$ cat config.mk
export PLATFORM = sky130hd
export DESIGN_NAME = maxterm_extractor
export DESIGN_NICKNAME = d
export VERILOG_FILES = /design/src/rtl/maxterm_extractor.sv
export SDC_FILE = /design/constraint.sdc
export NUM_CORES = 1
export LEC_CHECK = 0
export CAP_MARGIN = 20
export CORE_MARGIN = 4
export CORE_UTILIZATION = 35
export DETAILED_ROUTE_END_ITERATION = 16
export PLACE_DENSITY = 0.7
export RECOVER_POWER = 50
export SLEW_MARGIN = 20
export SYNTH_ARGS = -nofsm -noshare
export SYNTH_HDL_FRONTEND = slang
export SYNTH_SLANG_ARGS = --single-unit
$ cat constraint.sdc
create_clock -name clk -period 2.7 [get_ports clk]
set_input_delay 0.27 -clock clk [delete_from_list [all_inputs] [get_ports clk]]
set_output_delay 0.27 -clock clk [all_outputs]
set_load 0.03 [all_outputs]
$ cat src/rtl/maxterm_extractor.sv
// Truth-table sweeper: drives every stim value, samples s/control and recovers their maxterm masks.
// Optional build macro MAXTERM_EXTRACTOR_STOP_ON_MISMATCH_EN ends the sweep at the first disagreement.
module maxterm_extractor #(
    parameter int N      = 3,
    parameter int SETTLE = 1
) (
    input  logic                clk,
    input  logic                reset,
    input  logic                start,
    input  logic                s,
    input  logic                control,
    output logic [N-1:0]        stim,
    output logic                busy,
    output logic                done,
    output logic [(1<<N)-1:0]   mask_s,
    output logic [(1<<N)-1:0]   mask_c,
    output logic [N:0]          count_s,
    output logic                mismatch,
    output logic [N-1:0]        first_bad
);

    typedef enum logic [1:0] {
        IDLE,
        RUN,
        DONE
    } state_t;

    state_t     state;
    logic [3:0] cnt;
    logic       first_fail;
    logic       last_index;
    logic       stop_now;

    // Only the first disagreement is recorded; later ones leave first_bad untouched.
    assign first_fail = (s != control) && !mismatch;
    assign last_index = &stim;

`ifdef MAXTERM_EXTRACTOR_STOP_ON_MISMATCH_EN
    assign stop_now = first_fail || last_index;
`else
    assign stop_now = last_index;
`endif

    always_ff @(posedge clk or posedge reset) begin
        if (reset) begin
            state     <= IDLE;
            cnt       <= '0;
            stim      <= '0;
            busy      <= 1'b0;
            done      <= 1'b0;
            mask_s    <= '0;
            mask_c    <= '0;
            count_s   <= '0;
            mismatch  <= 1'b0;
            first_bad <= '0;
        end else begin
            case (state)
                IDLE: begin
                    done <= 1'b0;
                    if (start) begin
                        mask_s    <= '0;
                        mask_c    <= '0;
                        count_s   <= '0;
                        mismatch  <= 1'b0;
                        first_bad <= '0;
                        stim      <= '0;
                        cnt       <= 4'(SETTLE);
                        busy      <= 1'b1;
                        state     <= RUN;
                    end
                end

                RUN: begin
                    if (cnt != 4'd0) begin
                        cnt <= cnt - 4'd1;
                    end else begin
                        mask_s[stim] <= ~s;
                        mask_c[stim] <= ~control;
                        if (!s) begin
                            count_s <= count_s + (N+1)'(1);
                        end
                        if (first_fail) begin
                            mismatch  <= 1'b1;
                            first_bad <= stim;
                        end
                        // stim is held on exit so it reports the last sampled index.
                        if (stop_now) begin
                            busy  <= 1'b0;
                            done  <= 1'b1;
                            state <= DONE;
                        end else begin
                            stim <= stim + N'(1);
                            cnt  <= 4'(SETTLE);
                        end
                    end
                end

                DONE: begin
                    done  <= 1'b0;
                    state <= IDLE;
                end

                default: begin
                    state <= IDLE;
                end
            endcase
        end
    end

endmodule
==> flow_summary.yaml <==
run_status:
  status: "completed"
timing:
  layout_min_cycle_time_ns: 1.94
  drv_slew: 0
  hold_viol: 0
  finalSetupViolations: 0
  rsz0062_at_grt: "false"
  max-slew-margin-rel_pct: 55.0
  post-route-period-util_pct: 71.8
  hold_ws_ns: 0.492
  skew_ns: 0.00715
  tns_ns: 0
  worstMarginPinSlew_ns: 0.673
  max_freq_mhz: 516
yosys:
  ys_types: 37
  syn_area_um2: 1630
  synth-edff-count: 0
  yosys.area.top_type: "dfrtp_1"
  async_reset_ff_share_pct: 100
  ys_warn_count: 0
  synth.most_common_cell: "dfrtp_1"
  synthCells: 163
  ys.flop_type: "dfrtp_1"
  yosys-top-cells-area: "dfrtp_1 (54%), o22ai_1 (5.7%), inv_1 (5.1%)"
  yosys_register_bits: 35
  synth_commonest_cells: "dfrtp_1 (35), inv_1 (22), o22ai_1 (15), a21oi_1 (14)"
  synth_area_per_cell_um2: 10.0
  ys_seq_area_share_pct: 53.6
  yosysTopAreaCellShare_pct: 53.6
  synth_fp_nets: 173
cells_and_area:
  final_util_pct: 47.1
  diodes: 0
  drive_gt1_share_pct: 7.07
  multi_input_area_um2: 637
  area_growth_pct: 28.3
  final_area_um2: 2090
  regArea_um2: 876
  nets: 207
  fillers: 431
die:
  die_w_um: 76.3
  core_area_um2: 4440
  placementRows: 24
  die_h_um: 76.3
  initial_utilization_pct: 36.7
  io_pins: 34
  dieArea_um2: 5820
global_routing:
  track_usage_pct: 13.2
  grt_pass1_vias: 1359
  antenna_found_initial: 0
  grt_max_degree: 36
  grt.overflow.total: 0
  grt_pass1_wl_mm: 6.15
clocking:
  cts_buffer_depth: 2
  htreeDepth: 2
  cts_buffers: 5
  cts_resized: 0
  clock_sinks: 35
  cts_setup_buffers: 0
  postCtsHoldBufs: 0
  root_buffer: "clkbuf_8"
  cts_tree: "built"
  clk_pin_slew_ns: 0.07
  clk-insertion-delay-late_ns: 0.30
worst_setup_path:
  worstSetupPathType: "register to register"
  regToRegSetupSlack_ns: 0.76
  setup.worst_path.start_class: "register"
  crit_fanout: 8
  required_ns: 2.91
  end_kind: "register"
  crit_arrival_ns: 2.15
route:
  avgRoutedWirePerCell_um: 14.3
  drtAntennaViolNets: 0
  drt_iter0_drc: 42
  drc: 0
  drt-total-wl_mm: 3.58
  num_vias: 1321
  via_per_inst: 5.28
  first_pass_iters: 4
place:
  portBuffers: 33
  routabilityCongestion: 0.787
  place_area_um2: 2010
  hpwl_mm: 2.52
power:
  p_leak_nw: 0.930
  ir_worst_vdd_mv: 0.511
  design_power_total_mw: 2.74
  p_per_area_nw_per_um2: 1310
worst_hold_path:
  hp-class: "register to register"
flow_run:
  maxCapViolCount: 0
sequential cells by signal, indices dropped and copies added, names as in the netlist:
signal / cells
done: 1
busy: 1
state: 2
first_bad: 3
mask_c: 8
mismatch: 1
stim: 3
mask_s: 8
count_s: 4
cnt: 4
cell type report:
| cell class | count | share of cell area [%] |
|---|---|---|
| clock buffer | 6 | 3.46 |
| clock inverter | 2 | 0.597 |
| inverter | 23 | 4.12 |
| multi-input combinational | 97 | 30.4 |
| sequential | 35 | 41.8 |
| tap | 52 | 3.11 |
| timing repair buffer | 35 | 16.5 |
worst max-delay path, stage by stage, from the launching register on:
cell	delay [ns]
dfrtp_1	0.40
inv_1	0.08
ha_1	0.16
or3b_1	0.44
nor2_2	0.33
nand2_2	0.21
o22ai_1	0.22
metrics by stage:
stage                     worst slack [ns]  cells
after floorplan                      0.916    163
after global placement               0.792    242
after detailed placement             0.743    242
after CTS                            0.727    250
after global routing                 0.548    250
final                                0.761    250
cells by family after synthesis:
logic type / share of synthesized area, %
adder cells (fa/ha/maj): 3.83
flip-flops: 53.6
XOR/XNOR: 1.07
buffers and inverters: 7.36
AO/OA/AOI/OAI: 22.3
AND/OR/NAND/NOR: 11.8
placed cells by master, fill, tap and decap left out, types with 2 or more instances in the layout:
cell type | netlist | routed
clkbuf_8 | 0 | 5
inv_1 | 22 | 22
a21oi_1 | 14 | 14
nand3b_1 | 4 | 4
or3b_1 | 2 | 2
a32o_1 | 4 | 4
ha_1 | 5 | 5
buf_4 | 0 | 2
o22ai_1 | 15 | 15
nor2b_1 | 2 | 2
o21ai_1 | 5 | 5
nand2_1 | 7 | 7
o21ai_0 | 3 | 3
nor2_1 | 7 | 7
clkdlybuf4s50_1 | 0 | 19
or3_1 | 4 | 4
dlygate4sd3_1 | 0 | 14
a22o_1 | 2 | 2
dfrtp_1 | 35 | 35
a21o_1 | 2 | 2
a31oi_1 | 5 | 5
power breakdown:
part | switching [mW] | internal, mW
sequential | 0.197 | 0.753
clock | 0.203 | 0.180
combinational | 0.825 | 0.580
routing by layer:
metal / wire length (µm) / up-vias / part of all wire, % / GRT usage [%]
met4: 68 / 0 / 1.9 / 6.52
met5: 0 / - / 0 / 0
met1: 1760 / 633 / 49 / 16.3
met2: 1570 / 33 / 44 / 21.2
met3: 172 / 6 / 4.8 / 3.43
li1: - / 649 / - / -
worst paths after layout:
path / startpoint / end / cells after the start
worst max-delay path: cnt[0]$_DFFE_PP0P_ / mask_s[4]$_DFFE_PP0P_ / 6
worst min register to register: done$_DFFE_PP0P_ / done$_DFFE_PP0P_ / 1
min in group asynchronous: reset / mask_c[3]$_DFFE_PP0P_ / 3
max in group asynchronous: reset / first_bad[0]$_DFFE_PP0P_ / 3
worst min-delay path: done$_DFFE_PP0P_ / done$_DFFE_PP0P_ / 1
worst max register to register: cnt[0]$_DFFE_PP0P_ / mask_s[4]$_DFFE_PP0P_ / 6
Note: power is estimated with default switching activity, not from simulation.
